$ cat config.mk
export PLATFORM = sky130hd
export DESIGN_NAME = lfa_adc_reader
export DESIGN_NICKNAME = d
export VERILOG_FILES = /design/src/rtl/lfa_adc_reader.sv
export SDC_FILE = /design/constraint.sdc
export NUM_CORES = 1
export LEC_CHECK = 0
export BUFFER_PORTS_ARGS = -buffer_cell sky130_fd_sc_hd__buf_2
export CORE_MARGIN = 2
export CORE_UTILIZATION = 53
export DETAILED_ROUTE_END_ITERATION = 12
export PLACE_DENSITY = 0.75
export SLEW_MARGIN = 20
export SYNTH_ARGS = -nofsm -noshare
export SYNTH_HDL_FRONTEND = slang
export SYNTH_SLANG_ARGS = --single-unit
$ cat constraint.sdc
create_clock -name clk_3125KHz -period 3.75 [get_ports clk_3125KHz]
set_input_delay 0.1875 -clock clk_3125KHz [delete_from_list [all_inputs] [get_ports clk_3125KHz]]
set_output_delay 0.1875 -clock clk_3125KHz [all_outputs]
set_load 0.005 [all_outputs]
$ cat src/rtl/lfa_adc_reader.sv
// rtl/lfa_adc_reader.sv - ADC128S022 three-channel scanner feeding the line follower.
// Define LFA_AVG_EN to average each new sample with the previous output.
module lfa_adc_reader #(
  parameter logic [2:0] CH_LEFT   = 3'd3,
  parameter logic [2:0] CH_MIDDLE = 3'd2,
  parameter logic [2:0] CH_RIGHT  = 3'd1
) (
  input  logic        clk_3125KHz,
  input  logic        reset,
  input  logic        adc_en,
  input  logic        adc_dout,
  output logic        adc_cs_n,
  output logic        adc_sclk,
  output logic        adc_din,
  output logic [11:0] left,
  output logic [11:0] middle,
  output logic [11:0] right,
  output logic        sample_valid
);

  typedef enum logic [1:0] {IDLE, FRAME, GAP} state_t;

  state_t      state;
  logic [4:0]  cnt;
  logic [11:0] shift;
  logic [11:0] shadow_left;
  logic [11:0] shadow_middle;
  logic [1:0]  addr_idx;
  logic [1:0]  data_idx;
  logic        first;

  logic [4:0]  next_cnt;
  logic [3:0]  bit_idx;
  logic [2:0]  cur_addr;
  logic        addr_bit;
  logic [11:0] new_left;
  logic [11:0] new_middle;
  logic [11:0] new_right;

  assign next_cnt = cnt + 5'd1;
  assign bit_idx  = next_cnt[4:1];

  always_comb begin
    cur_addr = CH_RIGHT;
    case (addr_idx)
      2'd0:    cur_addr = CH_LEFT;
      2'd1:    cur_addr = CH_MIDDLE;
      default: cur_addr = CH_RIGHT;
    endcase
  end

  // ADD2..ADD0 ride in bit periods 2..4, everything else is zero
  always_comb begin
    addr_bit = 1'b0;
    case (bit_idx)
      4'd2:    addr_bit = cur_addr[2];
      4'd3:    addr_bit = cur_addr[1];
      4'd4:    addr_bit = cur_addr[0];
      default: addr_bit = 1'b0;
    endcase
  end

`ifdef LFA_AVG_EN
  logic [12:0] sum_left;
  logic [12:0] sum_middle;
  logic [12:0] sum_right;
  assign sum_left   = {1'b0, left}   + {1'b0, shadow_left};
  assign sum_middle = {1'b0, middle} + {1'b0, shadow_middle};
  assign sum_right  = {1'b0, right}  + {1'b0, shift};
  assign new_left   = sum_left[12:1];
  assign new_middle = sum_middle[12:1];
  assign new_right  = sum_right[12:1];
`else
  assign new_left   = shadow_left;
  assign new_middle = shadow_middle;
  assign new_right  = shift;
`endif

  always_ff @(posedge clk_3125KHz) begin
    if (reset) begin
      state         <= IDLE;
      cnt           <= 5'd0;
      shift         <= 12'd0;
      shadow_left   <= 12'd0;
      shadow_middle <= 12'd0;
      addr_idx      <= 2'd0;
      data_idx      <= 2'd0;
      first         <= 1'b1;
      adc_cs_n      <= 1'b1;
      adc_sclk      <= 1'b1;
      adc_din       <= 1'b0;
      left          <= 12'd0;
      middle        <= 12'd0;
      right         <= 12'd0;
      sample_valid  <= 1'b0;
    end else begin
      sample_valid <= 1'b0;
      case (state)
        IDLE: begin
          if (adc_en) begin
            state    <= FRAME;
            cnt      <= 5'd0;
            adc_cs_n <= 1'b0;
            adc_sclk <= 1'b0;
            adc_din  <= 1'b0;
            addr_idx <= 2'd0;
            first    <= 1'b1;
          end
        end
        FRAME: begin
          if (cnt == 5'd31) begin
            state    <= GAP;
            cnt      <= 5'd0;
            adc_cs_n <= 1'b1;
            adc_sclk <= 1'b1;
            adc_din  <= 1'b0;
            addr_idx <= (addr_idx == 2'd2) ? 2'd0 : addr_idx + 2'd1;
            data_idx <= addr_idx;
            first    <= 1'b0;
            // this frame's data belongs to the address sent one frame earlier
            if (!first) begin
              case (data_idx)
                2'd0: shadow_left   <= shift;
                2'd1: shadow_middle <= shift;
                default: begin
                  left         <= new_left;
                  middle       <= new_middle;
                  right        <= new_right;
                  sample_valid <= 1'b1;
                end
              endcase
            end
          end else begin
            cnt      <= next_cnt;
            adc_sclk <= next_cnt[0];
            if (!next_cnt[0])
              adc_din <= addr_bit;
            else if (bit_idx >= 4'd4)
              shift <= {shift[10:0], adc_dout};
          end
        end
        GAP: begin
          if (cnt == 5'd0) begin
            cnt <= 5'd1;
          end else if (adc_en) begin
            state    <= FRAME;
            cnt      <= 5'd0;
            adc_cs_n <= 1'b0;
            adc_sclk <= 1'b0;
            adc_din  <= 1'b0;
          end else begin
            state <= IDLE;
            cnt   <= 5'd0;
          end
        end
        default: state <= IDLE;
      endcase
    end
  end

endmodule
==> results.cfg <==
[layout]
final_common_cell = dfxtp_1
diodes = 0
fin_area_sq_um = 3940
fillers = 560
final_cell_mix = dfxtp_1 (88), nand2_1 (80), a21oi_1 (49)
finalNetCount = 435
area_delta_synth_final_pct = 14.8
final_core_util_pct = 62.4
drive_gt1_share_pct = 15.9

[clocking]
clk_latency_ns = 0.35
clock_path_buffers = 2
postCtsSetupRepairBufs = 0
cts_hold_buffers = 0
ctsResizeCount = 0
cts-root-buf = clkbuf_8
cts_tree = built
clkTransAtPathRegs_ns = 0.08
clock_sinks = 88
h-tree-depth = 3
cts_buffers = 9

[power_and_ir_drop]
p_per_area_nw_per_um2 = 459
p_sw_uw = 371
leakage_nw = 1.69
p_total_mw = 1.81
intPower_mw = 1.44
swShare_pct = 20.5
peakVddDrop_v = 0.000315
p_clk_share_pct = 43.4
pwr-share-seq_pct = 52.2
power_frac_comb_pct = 4.4

[worst_setup_path]
cp_max_fo = 21
cp-startpoint = cnt[0]
r2r_end = left[7]
r2r_setup_slack_ns = 0.93
end_kind = flip-flop
crit_path_end = left[7]
crit_type = reg2reg
critical_path_required_ns = 4.02
rr_worst_depth = 8
crit_arrival_ns = 3.09
critPathLaunchType = flip-flop
r2r-start = cnt[0]

[detailed_routing]
drt_iter0_drc = 120
drtAntennaViolNets = 0
avgRoutedWirePerCell_um = 14.1
via_per_inst = 5.39
totalWireLength_um = 7130
num_vias = 2718
drc = 0
firstDrtPassIters = 4

[sta]
fmax_ghz = 0.354
rsz0062_at_grt = false
finalHoldViolCount = 0
fin_crit_sh_pct = 75.2
tns_ns = 0
tightest_slew_ns = 0.878
setup_viol = 0
slew_viol_final = 0
relSlewSlack_pct = 41.5
min_period_ns = 2.82
finClkSkew_ns = 0.00719

[placement]
place_congestion = 0.934
post_dp_cell_area_sq_um = 3700
numPortBuffers = 43
dp_hpwl_um = 4670

[run]
cap_violations = 0

[floorplanning]
start_util_pct = 54.3
die_w_um = 84.5
die-area_sq_um = 7130
rows = 29
core_sq_um = 6310
die_y_um = 84.5
ios = 44

[yosys]
synth_top_cell_area_share_pct = 51.3
syn_nets = 399
synth_top_cell_by_area = dfxtp_1
ys_top_cells_by_area = dfxtp_1 (51%), mux2i_1 (11%), nand2_1 (8.8%), a21oi_1 (7.1%), nor2_1 (4.7%)
ys_seq_area_share_pct = 51.3
ys_warn_count = 0
synth_area_per_cell_sq_um = 8.84
synth_cell_type_count = 40
synth_cells = 388
netlist_area_sq_um = 3430
ys_seq_elements = 88

[worst_hold_path]
hp-class = in2reg

[grt]
gr-usage-all-layers_pct = 20.3
grt_pass1_vias = 2584
antenna_found_initial = 0
grt_overflow = 0
grt_pass1_wl_um = 11700
grt_max_degree = 50

[run_status]
outcome = finished, final reports clean
==> synth_stat cells (all sizes together) <==
| cell type | n |
|---|---|
| a21oi | 49 |
| a311oi | 1 |
| dfxtp | 88 |
| or4 | 1 |
| or2 | 1 |
| buf | 6 |
| a2bb2oi | 1 |
| o21ai | 6 |
| nand2 | 81 |
| nand3 | 4 |
| nor2b | 8 |
| ha | 7 |
| o22ai | 1 |
| xnor2 | 2 |
| a31oi | 2 |
| mux2i | 37 |
| inv | 6 |
| a211oi | 1 |
| and3b | 1 |
| nor3b | 4 |
| nand4bb | 1 |
| nand4b | 1 |
| nor3 | 1 |
| nand2b | 3 |
| o211ai | 2 |
| or4b | 1 |
| and3 | 1 |
| nand4 | 4 |
| nor4 | 2 |
| o21ba | 1 |
| o21bai | 2 |
| nor2 | 43 |
| a211o | 1 |
| clkbuf | 18 |
==> state kept, by name (all words and copies together) (netlist names) <==
signal,flops
sample_valid,1
new_left,12
adc_din,1
state,2
cnt,5
first,1
middle,12
adc_sclk,1
left,12
data_idx,2
addr_idx,2
new_middle,12
right,12
adc_cs_n,1
new_right,12
==> per-stage QoR <==
| step | instances | hold slack (ns) | setup WS (ns) |
|---|---|---|---|
| final | 504 | 0.0920 | 0.929 |
| after global routing | 504 | 0.113 | 0.669 |
| after CTS | 504 | 0.0873 | 0.912 |
| after detailed placement | 490 | 0.444 | 0.922 |
| after global placement | 490 | 0.433 | 1.10 |
| after floorplan | 388 | 0.331 | 1.67 |
==> logic make-up after synthesis <==
logic type	count (synthesis)	synth area share (%)
and+or+nand+nor	157	20.4
DFF	88	51.3
AOI/OAI and AO/OA	67	10.7
muxes	37	10.8
buffers and inverters	30	3.68
adders and majority gates	7	2.55
xor gates and xnor gates	2	0.511
==> final cells by class <==
| cell class | count | area, sq um | share of cell area, % |
|---|---|---|---|
| multi-input cells | 270 | 1560 | 39.5 |
| well taps | 77 | 96.3 | 2.45 |
| clock inverters | 3 | 90.1 | 2.29 |
| repair buffers | 49 | 260 | 6.61 |
| flip-flops and latches | 88 | 1760 | 44.7 |
| clock buffers | 11 | 151 | 3.84 |
| inverters | 6 | 22.5 | 0.572 |
==> power groups by stage <==
stage	registers (mW)	clock network, mW	logic, mW
floorplan	0.966	0	0.0595
global placement	0.966	0	0.0774
detailed placement	0.966	0	0.0780
CTS	0.944	0.793	0.0788
global route	0.945	0.832	0.0887
finish	0.944	0.785	0.0795
==> layer usage <==
layer	wire length, um	share of wire, %	track usage (%)	vias to the layer above
met1	3200	45	25.0	1301
li1	-	-	-	1361
met3	236	3.3	4.52	13
met5	0	0	0	-
met4	115	1.6	8.37	0
met2	3570	50	34.6	43
==> worst min path at each step <==
stage	startpoint	to	slack [ns]	cells past startpoint
detailed placement	new_left[6]	left[6]	0.44	2
CTS	adc_dout	new_right[0]	0.09	3
floorplan	adc_dout	new_right[0]	0.33	2
finish	adc_dout	new_right[0]	0.09	3
global placement	adc_dout	new_right[0]	0.43	3
global route	adc_dout	new_right[0]	0.11	3
==> worst max-delay path, stage by stage, from the launching register on <==
cell	delay, ns
dfxtp_1	0.43
ha_1	0.24
and3_1	0.17
ha_1	0.40
nand2_2	0.19
nor3b_4	0.75
buf_4	0.34
nand2_1	0.07
a21oi_1	0.13
Power figures use the tool's default switching activity.
